### config.mk
export PLATFORM = sky130hd
export DESIGN_NAME = fetch_stage_flat
export DESIGN_NICKNAME = d
export VERILOG_FILES = /design/src/rtl/fetch_stage_if.sv /design/src/rtl/fetch_stage.sv /design/src/flat_wrapper.sv
export SDC_FILE = /design/constraint.sdc
export NUM_CORES = 1
export LEC_CHECK = 0
export CAP_MARGIN = 20
export CORE_MARGIN = 2
export CORE_UTILIZATION = 39
export CTS_CLUSTER_DIAMETER = 50
export DETAILED_ROUTE_END_ITERATION = 8
export GPL_ROUTABILITY_DRIVEN = 0
export PLACE_DENSITY = 0.74
export SLEW_MARGIN = 10
export SYNTH_ARGS = -nofsm -noshare
export SYNTH_HDL_FRONTEND = slang
export SYNTH_SLANG_ARGS = --single-unit
### constraint.sdc
create_clock -name CLK -period 2.5 [get_ports CLK]
set_input_delay 0.5 -clock CLK [delete_from_list [all_inputs] [get_ports CLK]]
set_output_delay 0.5 -clock CLK [all_outputs]
set_load 0.05 [all_outputs]
### src/rtl/fetch_stage_if.sv
// IF-stage bus: icache request/response, redirect/hazard inputs, IF/ID outputs.
// The master side is the fetch stage itself.
interface fetch_stage_if;
  logic        imemREN;
  logic [31:0] imemaddr;
  logic        ihit;
  logic [31:0] imemload_in;
  logic [31:0] imemload;
  logic [31:0] next_addr;
  logic        fd_enable;
  logic        fd_flush;
  logic        stall;
  logic        redirect;
  logic [31:0] redirect_addr;
  logic        halt;

  modport master (
    output imemREN, imemaddr, imemload, next_addr,
    output fd_enable, fd_flush,
    input  ihit, imemload_in, stall, redirect,
    input  redirect_addr, halt
  );

  modport slave (
    input  imemREN, imemaddr, imemload, next_addr,
    input  fd_enable, fd_flush,
    output ihit, imemload_in, stall, redirect,
    output redirect_addr, halt
  );
endinterface

### src/rtl/fetch_stage.sv
// IF stage: owns the PC, issues icache reads, picks PC+4 or a redirect.
// Drains an in-flight miss before honouring a redirect; parks on halt.
module fetch_stage #(
  parameter logic [31:0] PC_INIT = 32'h0000_0000
) (
  input  logic          CLK,
  input  logic          RST,
  fetch_stage_if.master bus
);

  typedef enum logic [1:0] {
    FETCH  = 2'd0,
    DRAIN  = 2'd1,
    HALTED = 2'd2
  } st_e;

  st_e         st_q, st_d;
  logic [31:0] pc_q, pc_d;
  logic [31:0] pend_addr_q, pend_addr_d;
  logic        pend_halt_q, pend_halt_d;
  logic [31:0] tgt;
  logic        ren, fen, ffl;

  assign tgt = {bus.redirect_addr[31:2], 2'b00};

  always_ff @(posedge CLK) begin
    if (RST) begin
      st_q        <= FETCH;
      pc_q        <= PC_INIT;
      pend_addr_q <= '0;
      pend_halt_q <= 1'b0;
    end else begin
      st_q        <= st_d;
      pc_q        <= pc_d;
      pend_addr_q <= pend_addr_d;
      pend_halt_q <= pend_halt_d;
    end
  end

  always_comb begin
    st_d        = st_q;
    pc_d        = pc_q;
    pend_addr_d = pend_addr_q;
    pend_halt_d = pend_halt_q;
    unique case (st_q)
      FETCH: begin
        if (bus.halt) begin
          if (bus.ihit) begin
            st_d = HALTED;
          end else begin
            pend_halt_d = 1'b1;
            st_d        = DRAIN;
          end
        end else if (bus.redirect) begin
          if (bus.ihit) begin
            pc_d = tgt;
          end else begin
            pend_addr_d = tgt;
            st_d        = DRAIN;
          end
        end else if (!bus.stall && bus.ihit) begin
          pc_d = pc_q + 32'd4;
        end
      end
      DRAIN: begin
        if (bus.redirect) pend_addr_d = tgt;
        if (bus.halt) pend_halt_d = 1'b1;
        // a redirect arriving with the hit is the newest target
        if (bus.ihit) begin
          if (pend_halt_q || bus.halt) begin
            st_d = HALTED;
          end else begin
            pc_d = bus.redirect ? tgt : pend_addr_q;
            st_d = FETCH;
          end
        end
      end
      HALTED: begin
      end
      default: st_d = FETCH;
    endcase
  end

  always_comb begin
    ren = 1'b0;
    fen = 1'b0;
    ffl = 1'b0;
    if (!RST) begin
      unique case (st_q)
        FETCH: begin
          ren = 1'b1;
          if (bus.halt || bus.redirect) begin
            fen = bus.ihit;
            ffl = bus.ihit;
          end else if (bus.stall) begin
            fen = 1'b0;
          end else begin
            fen = 1'b1;
            ffl = !bus.ihit;
          end
        end
        DRAIN: begin
          ren = 1'b1;
          fen = bus.ihit;
          ffl = bus.ihit;
        end
        default: begin
        end
      endcase
    end
  end

  assign bus.imemREN   = ren;
  assign bus.fd_enable = fen;
  assign bus.fd_flush  = ffl;
  assign bus.imemaddr  = pc_q;
  assign bus.next_addr = pc_q + 32'd4;
  assign bus.imemload  = bus.imemload_in;

endmodule

### src/flat_wrapper.sv
// flat-port wrapper written by rule: the top's interface ports become plain ports
module fetch_stage_flat 
#(
  parameter logic [31:0] PC_INIT = 32'h0000_0000
)
  (CLK, RST, bus_imemREN, bus_imemaddr, bus_imemload, bus_next_addr, bus_fd_enable, bus_fd_flush, bus_ihit, bus_imemload_in, bus_stall, bus_redirect, bus_redirect_addr, bus_halt);
  fetch_stage_if bus_i ();
  input  logic CLK;
  input  logic RST;
  output wire logic [$bits(bus_i.imemREN)-1:0] bus_imemREN;
  output wire logic [$bits(bus_i.imemaddr)-1:0] bus_imemaddr;
  output wire logic [$bits(bus_i.imemload)-1:0] bus_imemload;
  output wire logic [$bits(bus_i.next_addr)-1:0] bus_next_addr;
  output wire logic [$bits(bus_i.fd_enable)-1:0] bus_fd_enable;
  output wire logic [$bits(bus_i.fd_flush)-1:0] bus_fd_flush;
  input wire logic [$bits(bus_i.ihit)-1:0] bus_ihit;
  input wire logic [$bits(bus_i.imemload_in)-1:0] bus_imemload_in;
  input wire logic [$bits(bus_i.stall)-1:0] bus_stall;
  input wire logic [$bits(bus_i.redirect)-1:0] bus_redirect;
  input wire logic [$bits(bus_i.redirect_addr)-1:0] bus_redirect_addr;
  input wire logic [$bits(bus_i.halt)-1:0] bus_halt;
  assign bus_imemREN = bus_i.imemREN;
  assign bus_imemaddr = bus_i.imemaddr;
  assign bus_imemload = bus_i.imemload;
  assign bus_next_addr = bus_i.next_addr;
  assign bus_fd_enable = bus_i.fd_enable;
  assign bus_fd_flush = bus_i.fd_flush;
  assign bus_i.ihit = bus_ihit;
  assign bus_i.imemload_in = bus_imemload_in;
  assign bus_i.stall = bus_stall;
  assign bus_i.redirect = bus_redirect;
  assign bus_i.redirect_addr = bus_redirect_addr;
  assign bus_i.halt = bus_halt;
  fetch_stage #(.PC_INIT(PC_INIT)) u_core (.CLK(CLK), .RST(RST), .bus(bus_i));
endmodule
After elaboration in Yosys (flattened, before gate mapping)
Cells that the tools add are included.
{"block": "totals", "input_bits": 70, "mem_bits_rw": 0, "register_bits": 67, "wordCells": 64, "romBits": 0, "mem_count": 0, "out_inout_bits": 99, "latchBits": 0}
{"block": "classes", "reduce_logical": 12, "eq_ne": 13, "order_cmp": 0, "n_shift": 0, "bitwise_logic": 1, "n_addsub": 1, "multipliers": 0, "div": 0, "mux": 33}
{"cell": "two-way mux 32 bit", "n": 10}
{"cell": "one-hot mux 32 bit (2 select lines)", "n": 2}
{"cell": "adder 32 x 3 -> 32 bit (second input constant)", "n": 1}
{"cell": "!= test 2 bit (second input constant)", "n": 7}
{"cell": "two-way mux 2 bit", "n": 6}
{"cell": "AND reduction 4 bit", "n": 3}
{"cell": "two-way mux 1 bit", "n": 11}
{"cell": "!= test 3 bit (second input constant)", "n": 3}
{"cell": "one-hot mux 1 bit (2 select lines)", "n": 3}
{"cell": "one-hot mux 2 bit (3 select lines)", "n": 1}
{"cell": "AND reduction 6 bit", "n": 1}
{"cell": "!= test 3 x 2 -> 1 bit (second input constant)", "n": 1}
{"cell": "equality test 2 x 1 -> 1 bit (second input constant)", "n": 1}
{"cell": "equality test 2 bit (second input constant)", "n": 1}
{"cell": "zero test 1 bit", "n": 2}
{"cell": "zero test 2 bit", "n": 1}
{"cell": "logical OR 1 bit", "n": 2}
{"cell": "nonzero test 2 bit", "n": 1}
{"cell": "OR reduction 2 bit", "n": 1}
{"cell": "logical AND 1 bit", "n": 1}
{"cell": "NOT 1 bit", "n": 1}

Depth between registers and ports, before layout
Gate-level depths: netlist (run 1).
{"block": "logic_depth", "depth_word": 6, "mapped_depth": 9, "ltp_nobuf": 6}

Least setup slack after synthesis (run 1)
Ideal clock, no wire load.
{"block": "synth_path", "path_type": "input to output", "from": "in bus_redirect", "to": "out bus_fd_enable", "stages": 4, "path_slack_ns": -1.536, "required_time_ns": 2.000, "n_path_buf": 1, "arrival_time_ns": 3.536, "cell_sequence": "clkbuf_1 -> nor3_1 -> nor2_1 -> a2111oi_0"}
{"block": "synth_between", "elab_chain_cells": 4}
{"item": "start: declaration", "line_no": "flat_wrapper.sv:19", "text": "input wire logic [$bits(bus_i.redirect)-1:0] bus_redirect;"}
{"item": "logical OR 1 bit", "line_no": "fetch_stage.sv:92", "text": "if (bus.halt || bus.redirect) begin"}
{"item": "two-way mux 1 bit", "line_no": "fetch_stage.sv:92"}
{"item": "one-hot mux 1 bit (2 select lines)", "line_no": "fetch_stage.sv:89", "text": "unique case (st_q)"}
{"item": "two-way mux 1 bit", "line_no": "fetch_stage.sv:88", "text": "if (!RST) begin"}
{"item": "end: declaration", "line_no": "flat_wrapper.sv:14", "text": "output wire logic [$bits(bus_i.fd_enable)-1:0] bus_fd_enable;"}
Every way passes these cells.

Worst setup path in the final report (run 1)
{"block": "layout_path", "from": "reg u_core.pc_q[5] (netlist: u_core.bus.imemaddr[5])", "to": "out bus_next_addr[29]"}
{"block": "layout_between", "elab_chain_cells": 1}
{"item": "start: declaration", "line_no": "fetch_stage.sv:18", "text": "logic [31:0] pc_q, pc_d;"}
{"item": "start signal: assignment", "line_no": "fetch_stage.sv:34", "text": "pc_q <= pc_d;"}
{"item": "adder 32 x 3 -> 32 bit", "line_no": "fetch_stage.sv:117", "text": "assign bus.next_addr = pc_q + 32'd4;"}
{"item": "end: declaration", "line_no": "flat_wrapper.sv:13", "text": "output wire logic [$bits(bus_i.next_addr)-1:0] bus_next_addr;"}
Every way passes these cells.

==> flow_metrics.py, run 1 <==
metrics = {
    "clock_network": {
        "cts.clk_slew.worst_paths_ns": 0.08,
        "cts_buffer_depth": 2,
        "clockRootBuffer": "clkbuf_8",
        "cts_tree": "built",
        "cts_sinks": 67,
        "cts_hold_buf": 0,
        "cts_buffers": 9,
        "cts_max_level": 3,
        "clkLatencyLatePin_ns": 0.34,
    },
    "layout": {
        "finalNetCount": 738,
        "drive_above_1_share": 0.280,
        "area_delta_synth_final_pct": 48.8,
        "fin_area_sq_um": 6410,
        "final_common_cell": "nand2_1",
        "final_cell_mix": "nand2_1, clkdlybuf4s50_1, buf_4, a21oi_1, dfxtp_1",
        "n_antenna_cell": 0,
    },
    "timing": {
        "slew_viol_final": 0,
        "relSlewSlack": 0.392,
        "finalCriticalPeriod_ns": 2.53,
        "report.final.hold_viol_count": 0,
        "tns_ns": -0.0526,
        "rsz0062_at_grt": "true",
        "fmax_mhz": 395,
        "finalCritPeriodShare": 1.01,
        "worst_slack_ns": -0.0307,
        "clock_skew_ns": 0.0121,
        "finalSetupViolCount": 2,
        "worstMarginPinSlew_ns": 0.910,
    },
    "critical_path": {
        "critPathMaxFanout": 5,
        "worst_ep_required_time_ns": 2.00,
        "worst-setup-path-type": "flop to primary output",
        "cp.arrival_ns": 2.03,
        "worstSetupStartpointType": "flop",
        "end_kind": "primary output",
    },
    "grt": {
        "first_global_vias": 4322,
        "grt_start_max_net_pins": 56,
        "grt_overflow": 0,
        "grt_pass1_wl_mm": 21.5,
        "antenna_found_initial": 0,
        "track_usage": 0.228,
    },
    "job": {
        "maxCapViolCount": 0,
    },
    "drt": {
        "viasPerCell": 5.70,
        "met3_length_mm": 1.14,
        "drt-met1-wl_mm": 5.34,
        "wl_met2_mm": 6.93,
        "highest_layer": "met4",
        "wirelength_mm": 13.7,
        "ant_nets": 0,
        "drt_iter0_drc": 304,
        "dr.pass1.iters": 5,
        "wl_per_cell_um": 16.9,
        "vias": 4630,
        "post-route-drc-count": 0,
    },
    "power": {
        "max-vdd-ir-drop_v": 0.000304,
        "power.leakage_nw": 2.45,
        "power_density_nw_per_um2": 465,
    },
    "worst_hold_path": {
        "hold_class": "flop to flop",
    },
    "floorplanning": {
        "die_h_um": 109,
        "die_w_um": 109,
        "io_pins": 169,
        "initial_core_util": 0.399,
        "rows": 38,
        "coreArea_sq_um": 10800,
        "design.die.area_sq_um": 11900,
    },
    "synth": {
        "syn_area_sq_um": 4310,
        "ys_types": 65,
        "seq_area_frac_synth": 0.311,
        "async_reset_ff_frac": 0,
        "synth_seq_cells": 67,
        "synth.avg_cell_area_sq_um": 7.57,
        "synth_warnings": 0,
        "ys.flop_type": "dfxtp_1",
        "syn-instance-count": 569,
        "syn_nets": 640,
        "synth_enable_flop_cells": 0,
    },
    "run_status": {
        "status": "finished, violations left",
        "violations": "setup timing",
    },
    "placed_design": {
        "pre_cts_slack_ns": 0.0466,
        "dpl-instance-area_sq_um": 5790,
        "post-dp-hpwl_mm": 9.13,
        "io_buffers": 102,
    },
}
==> state kept, by name (all words and copies together) (netlist names) <==
register	count
u_core.bus.imemaddr	32
u_core.pend_halt_q	1
u_core.st_q	2
u_core.pend_addr_q	32
==> metal layers <==
| layer | vias to the layer above | global-route usage |
|---|---|---|
| li1 | 2170 | - |
| met1 | 2166 | 0.280 |
| met2 | 246 | 0.380 |
| met3 | 48 | 0.0472 |
| met4 | 0 | 0.104 |
| met5 | - | 0 |
==> path summary, 6_finish.rpt <==
check | cells after the start | end | from | slack (ns)
setup / recovery | 7 | bus_next_addr[29] | u_core.bus.imemaddr[5] | -0.03
hold reg to reg | 2 | u_core.pend_addr_q[11] | u_core.pend_addr_q[11] | 0.45
setup reg to reg | 5 | u_core.bus.imemaddr[18] | u_core.st_q[0] | 0.35
hold / removal | 2 | u_core.pend_addr_q[11] | u_core.pend_addr_q[11] | 0.45
==> critical path, stage by stage (launching register included) <==
cell	delay (ns)
dfxtp_4	0.39
nand4_1	0.12
buf_6	0.15
nor4_4	0.19
buf_6	0.18
nand4_1	0.24
xnor2_4	0.26
buf_12	0.15
==> report_power, final <==
group	leakage [nW]	internal [W]	switching [W]
Combinational	1.78	0.000342	0.000465
Sequential	0.561	0.00111	0.0000674
Clock	0.107	0.000565	0.000433
Total	2.45	0.00202	0.000966
==> layout make-up <==
class	count	area [sq um]
Fill cell	895	4380
Tap cell	140	175
Inverter	8	30.0
Sequential cell	67	1410
Clock buffer	10	128
Clock inverter	6	88.8
Timing Repair Buffer	168	1800
Multi-Input combinational cell	413	2780
==> kinds of logic (layout without fill, tap and decap cells) <==
family	count (synthesis)	count (layout)	synth area share
buffers and inverters	89	192	0.130
adder cells (fa/ha/maj)	1	1	0.00290
AO/OA/AOI/OAI	148	148	0.211
XOR/XNOR	28	28	0.0569
multiplexers	9	9	0.0212
AND/OR/NAND/NOR	227	227	0.267
flip-flops	67	67	0.311
==> metrics by stage <==
step           hold slack (ns)  instances  power, W   util
3_3_place_gp             0.438        761   0.00196  0.537
5_1_grt                  0.472        812   0.00310  0.594
2_1_floorplan            0.432        569   0.00181      -
4_1_cts                  0.452        801   0.00298  0.583
6_report                 0.453        812   0.00298  0.594
3_5_place_dp             0.442        761   0.00198  0.537
==> timing repair <==
action,in CTS,in global routing
gates cloned,1,0
resized for setup,22,10
setup buffers,23,11
pin swaps,14,11
endpoints found under the setup margin,18,16
==> Yosys cell counts (3+ instances only) <==
cell type  instances  area (sq um)
nand2_1          107           402
dfxtp_1           67          1340
a21oi_1           49           245
o21ai_0           41           205
buf_4             38           285
nor2_1            32           120
clkbuf_1          28           105
xnor2_1           19           166
nand3_1           14          70.1
nor3_1            13          65.1
and3_1            10          62.6
a31oi_1            9          56.3
xor2_1             9          78.8
inv_1              8          30.0
mux2i_1            8          80.1
nand4_1            8          50.1
and4_1             7          61.3
o211ai_1           7          52.6
a211oi_1           6          45.0
a221oi_1           6          52.6
clkbuf_8           6          82.6
buf_2              5          25.0
o22ai_1            5          31.3
a22oi_1            4          30.0
a2bb2oi_1          4          35.0
nand2b_1           4          25.0
nor3b_1            4          30.0
nor2b_1            3          18.8
nor4_1             3          18.8
No activity file was read; power rests on OpenSTA's default activity.
==> inputs of run 2 (changes only) <==
Settings changed: SLEW_MARGIN 10 to default.
==> results of run 2 <==
Same layout as run 1: the final DEF is identical, and so are final timing and power.
==> inputs of run 3 (changes only) <==
Settings changed: PLACE_DENSITY 0.74 to 0.82.
==> run 3 against run 2 <==
Compared with the run above: the run still ends with setup timing left; global-route usage rose by 1.5 points; cell area rose by 2.1%; utilization rose by 1.2 points; sequential power barely moved; sequential share of layout area fell by 0.48 points; first-iteration DRC count rose by 38%; non-clock buffer count rose by 5; worst setup slack got worse by 0.14 ns; via count rose by 7.5%; critical path type unchanged; clock skew fell by 0.0044 ns.
==> flow_metrics.py, run 3 (same netlist as run 1, synthesis figures left out) <==
metrics = {
    "power": {
        "clkPwrFrac": 0.325,
        "switching_power_w": 0.000980,
        "max-vdd-ir-drop_v": 0.000272,
        "comb_power_share": 0.279,
        "power.leakage_nw": 2.51,
        "p_int_w": 0.00199,
        "swShare": 0.330,
        "power_density_nw_per_um2": 453,
        "p_seq_frac": 0.397,
    },
    "critical_path": {
        "worst-setup-path-type": "flop to primary output",
        "worstSetupStartpointType": "flop",
        "cp.arrival_ns": 2.17,
        "worst_ep_required_time_ns": 2.00,
        "rrSetupSlack_ns": 0.26,
        "end_kind": "primary output",
        "critPathMaxFanout": 6,
    },
    "layout": {
        "n_antenna_cell": 0,
        "drive_above_1_share": 0.292,
        "fin_area_sq_um": 6550,
        "final_cell_mix": "nand2_1, clkdlybuf4s50_1, buf_4, a21oi_1, dfxtp_1",
        "area_delta_synth_final_pct": 51.9,
        "finalNetCount": 743,
        "final_util": 0.607,
        "final_common_cell": "nand2_1",
    },
    "timing": {
        "rsz0062_at_grt": "true",
        "finalCriticalPeriod_ns": 2.67,
        "report.final.hold_viol_count": 0,
        "relSlewSlack": 0.470,
        "slew_viol_final": 0,
        "worstMarginPinSlew_ns": 0.793,
        "fmax_mhz": 375,
        "finalSetupViolCount": 11,
        "finalCritPeriodShare": 1.07,
        "clock_skew_ns": 0.00769,
        "worst_slack_ns": -0.167,
    },
    "run_status": {
        "violations": "setup timing",
        "status": "finished, violations left",
    },
    "drt": {
        "viasPerCell": 6.09,
        "wl_met2_mm": 7.34,
        "wl_per_cell_um": 18.3,
        "drt-met1-wl_mm": 5.35,
        "wirelength_mm": 15.0,
        "dr.pass1.iters": 7,
        "post-route-drc-count": 0,
        "highest_layer": "met4",
        "vias": 4976,
        "ant_nets": 0,
        "met3_length_mm": 1.54,
        "drt_iter0_drc": 418,
    },
    "clock_network": {
        "cts_buffer_depth": 2,
        "cts_max_level": 3,
        "cts_hold_buf": 0,
        "cts.clk_slew.worst_paths_ns": 0.07,
        "cts_buffers": 9,
        "cts_tree": "built",
        "cts_sinks": 67,
        "clockRootBuffer": "clkbuf_8",
        "clkLatencyLatePin_ns": 0.35,
    },
    "grt": {
        "antenna_found_initial": 0,
        "first_global_vias": 4644,
        "track_usage": 0.242,
        "grt_overflow": 0,
        "grt_start_max_net_pins": 67,
        "grt_pass1_wl_mm": 22.7,
    },
    "floorplanning": {
        "die_h_um": 109,
        "design.die.area_sq_um": 11900,
        "die_w_um": 109,
        "initial_core_util": 0.399,
        "io_pins": 169,
        "coreArea_sq_um": 10800,
        "rows": 38,
    },
    "placed_design": {
        "io_buffers": 102,
        "dpl-instance-area_sq_um": 5800,
        "post-dp-hpwl_mm": 9.29,
        "pre_cts_slack_ns": -0.133,
    },
    "job": {
        "maxCapViolCount": 0,
    },
    "worst_hold_path": {
        "hold_class": "flop to flop",
    },
}
run 3: changes by cell type in the layout (fill, tap and decap cells not counted), sizes merged:
cell	delta
clkbuf	+3
clkinv	+2
clkdlybuf4s50	-1
clkinvlp	-1
bufinv	-2
buf	+6
inv	-2
run 3: layer usage:
layer	global-route usage	vias to the layer above
li1	-	2184
met5	0	-
met4	0.143	0
met3	0.0520	98
met1	0.281	2308
met2	0.409	386
run 3: final cells by class:
cell class | count | area (sq um)
timing repair buffer | 173 | 1880
clock buffer | 13 | 201
multi-input combinational | 413 | 2840
inverter | 8 | 30.0
tap | 140 | 175
fill | 822 | 4250
clock inverter | 3 | 15.0
sequential | 67 | 1410
run 3: path summary, 6_finish.rpt:
path	end	cells after the start	from
setup / recovery	bus_next_addr[27]	7	u_core.bus.imemaddr[3]
hold / removal	u_core.pend_addr_q[24]	2	u_core.pend_addr_q[24]
setup reg to reg	u_core.bus.imemaddr[20]	5	u_core.st_q[1]
hold reg to reg	u_core.pend_addr_q[24]	2	u_core.pend_addr_q[24]
run 3: timing repair:
action	4_1_cts	5_1_grt
setup endpoints to repair	19	18
cloned	1	0
pin swaps	13	12
gates resized for setup	20	22
setup buffers	28	11
run 3: critical path, stage by stage, from the launching register on:
cell and delay, ns:
dfxtp_4 0.38, nand4_1 0.24, nor4_4 0.26, buf_4 0.20, buf_12 0.12, nand4_1 0.22, xnor2_4 0.24, buf_12 0.16
run 3: through the flow:
step / hold WS, ns / setup TNS, ns / power (W) / cells
5_1_grt: 0.470 / -1.83 / 0.00307 / 817
6_report: 0.457 / -0.958 / 0.00297 / 817
4_1_cts: 0.455 / -0.0826 / 0.00294 / 806
2_1_floorplan: 0.432 / -0.113 / 0.00181 / 569
3_5_place_dp: 0.446 / -0.133 / 0.00198 / 761
3_3_place_gp: 0.438 / 0 / 0.00196 / 761
run 3: power groups by stage:
stage	sequential, W	combinational (W)	clock [W]
after CTS	0.00117	0.000803	0.000959
after floorplan	0.00128	0.000531	0
final	0.00118	0.000828	0.000963
after global routing	0.00118	0.000873	0.00101
after global placement	0.00120	0.000752	0
after detailed placement	0.00121	0.000772	0
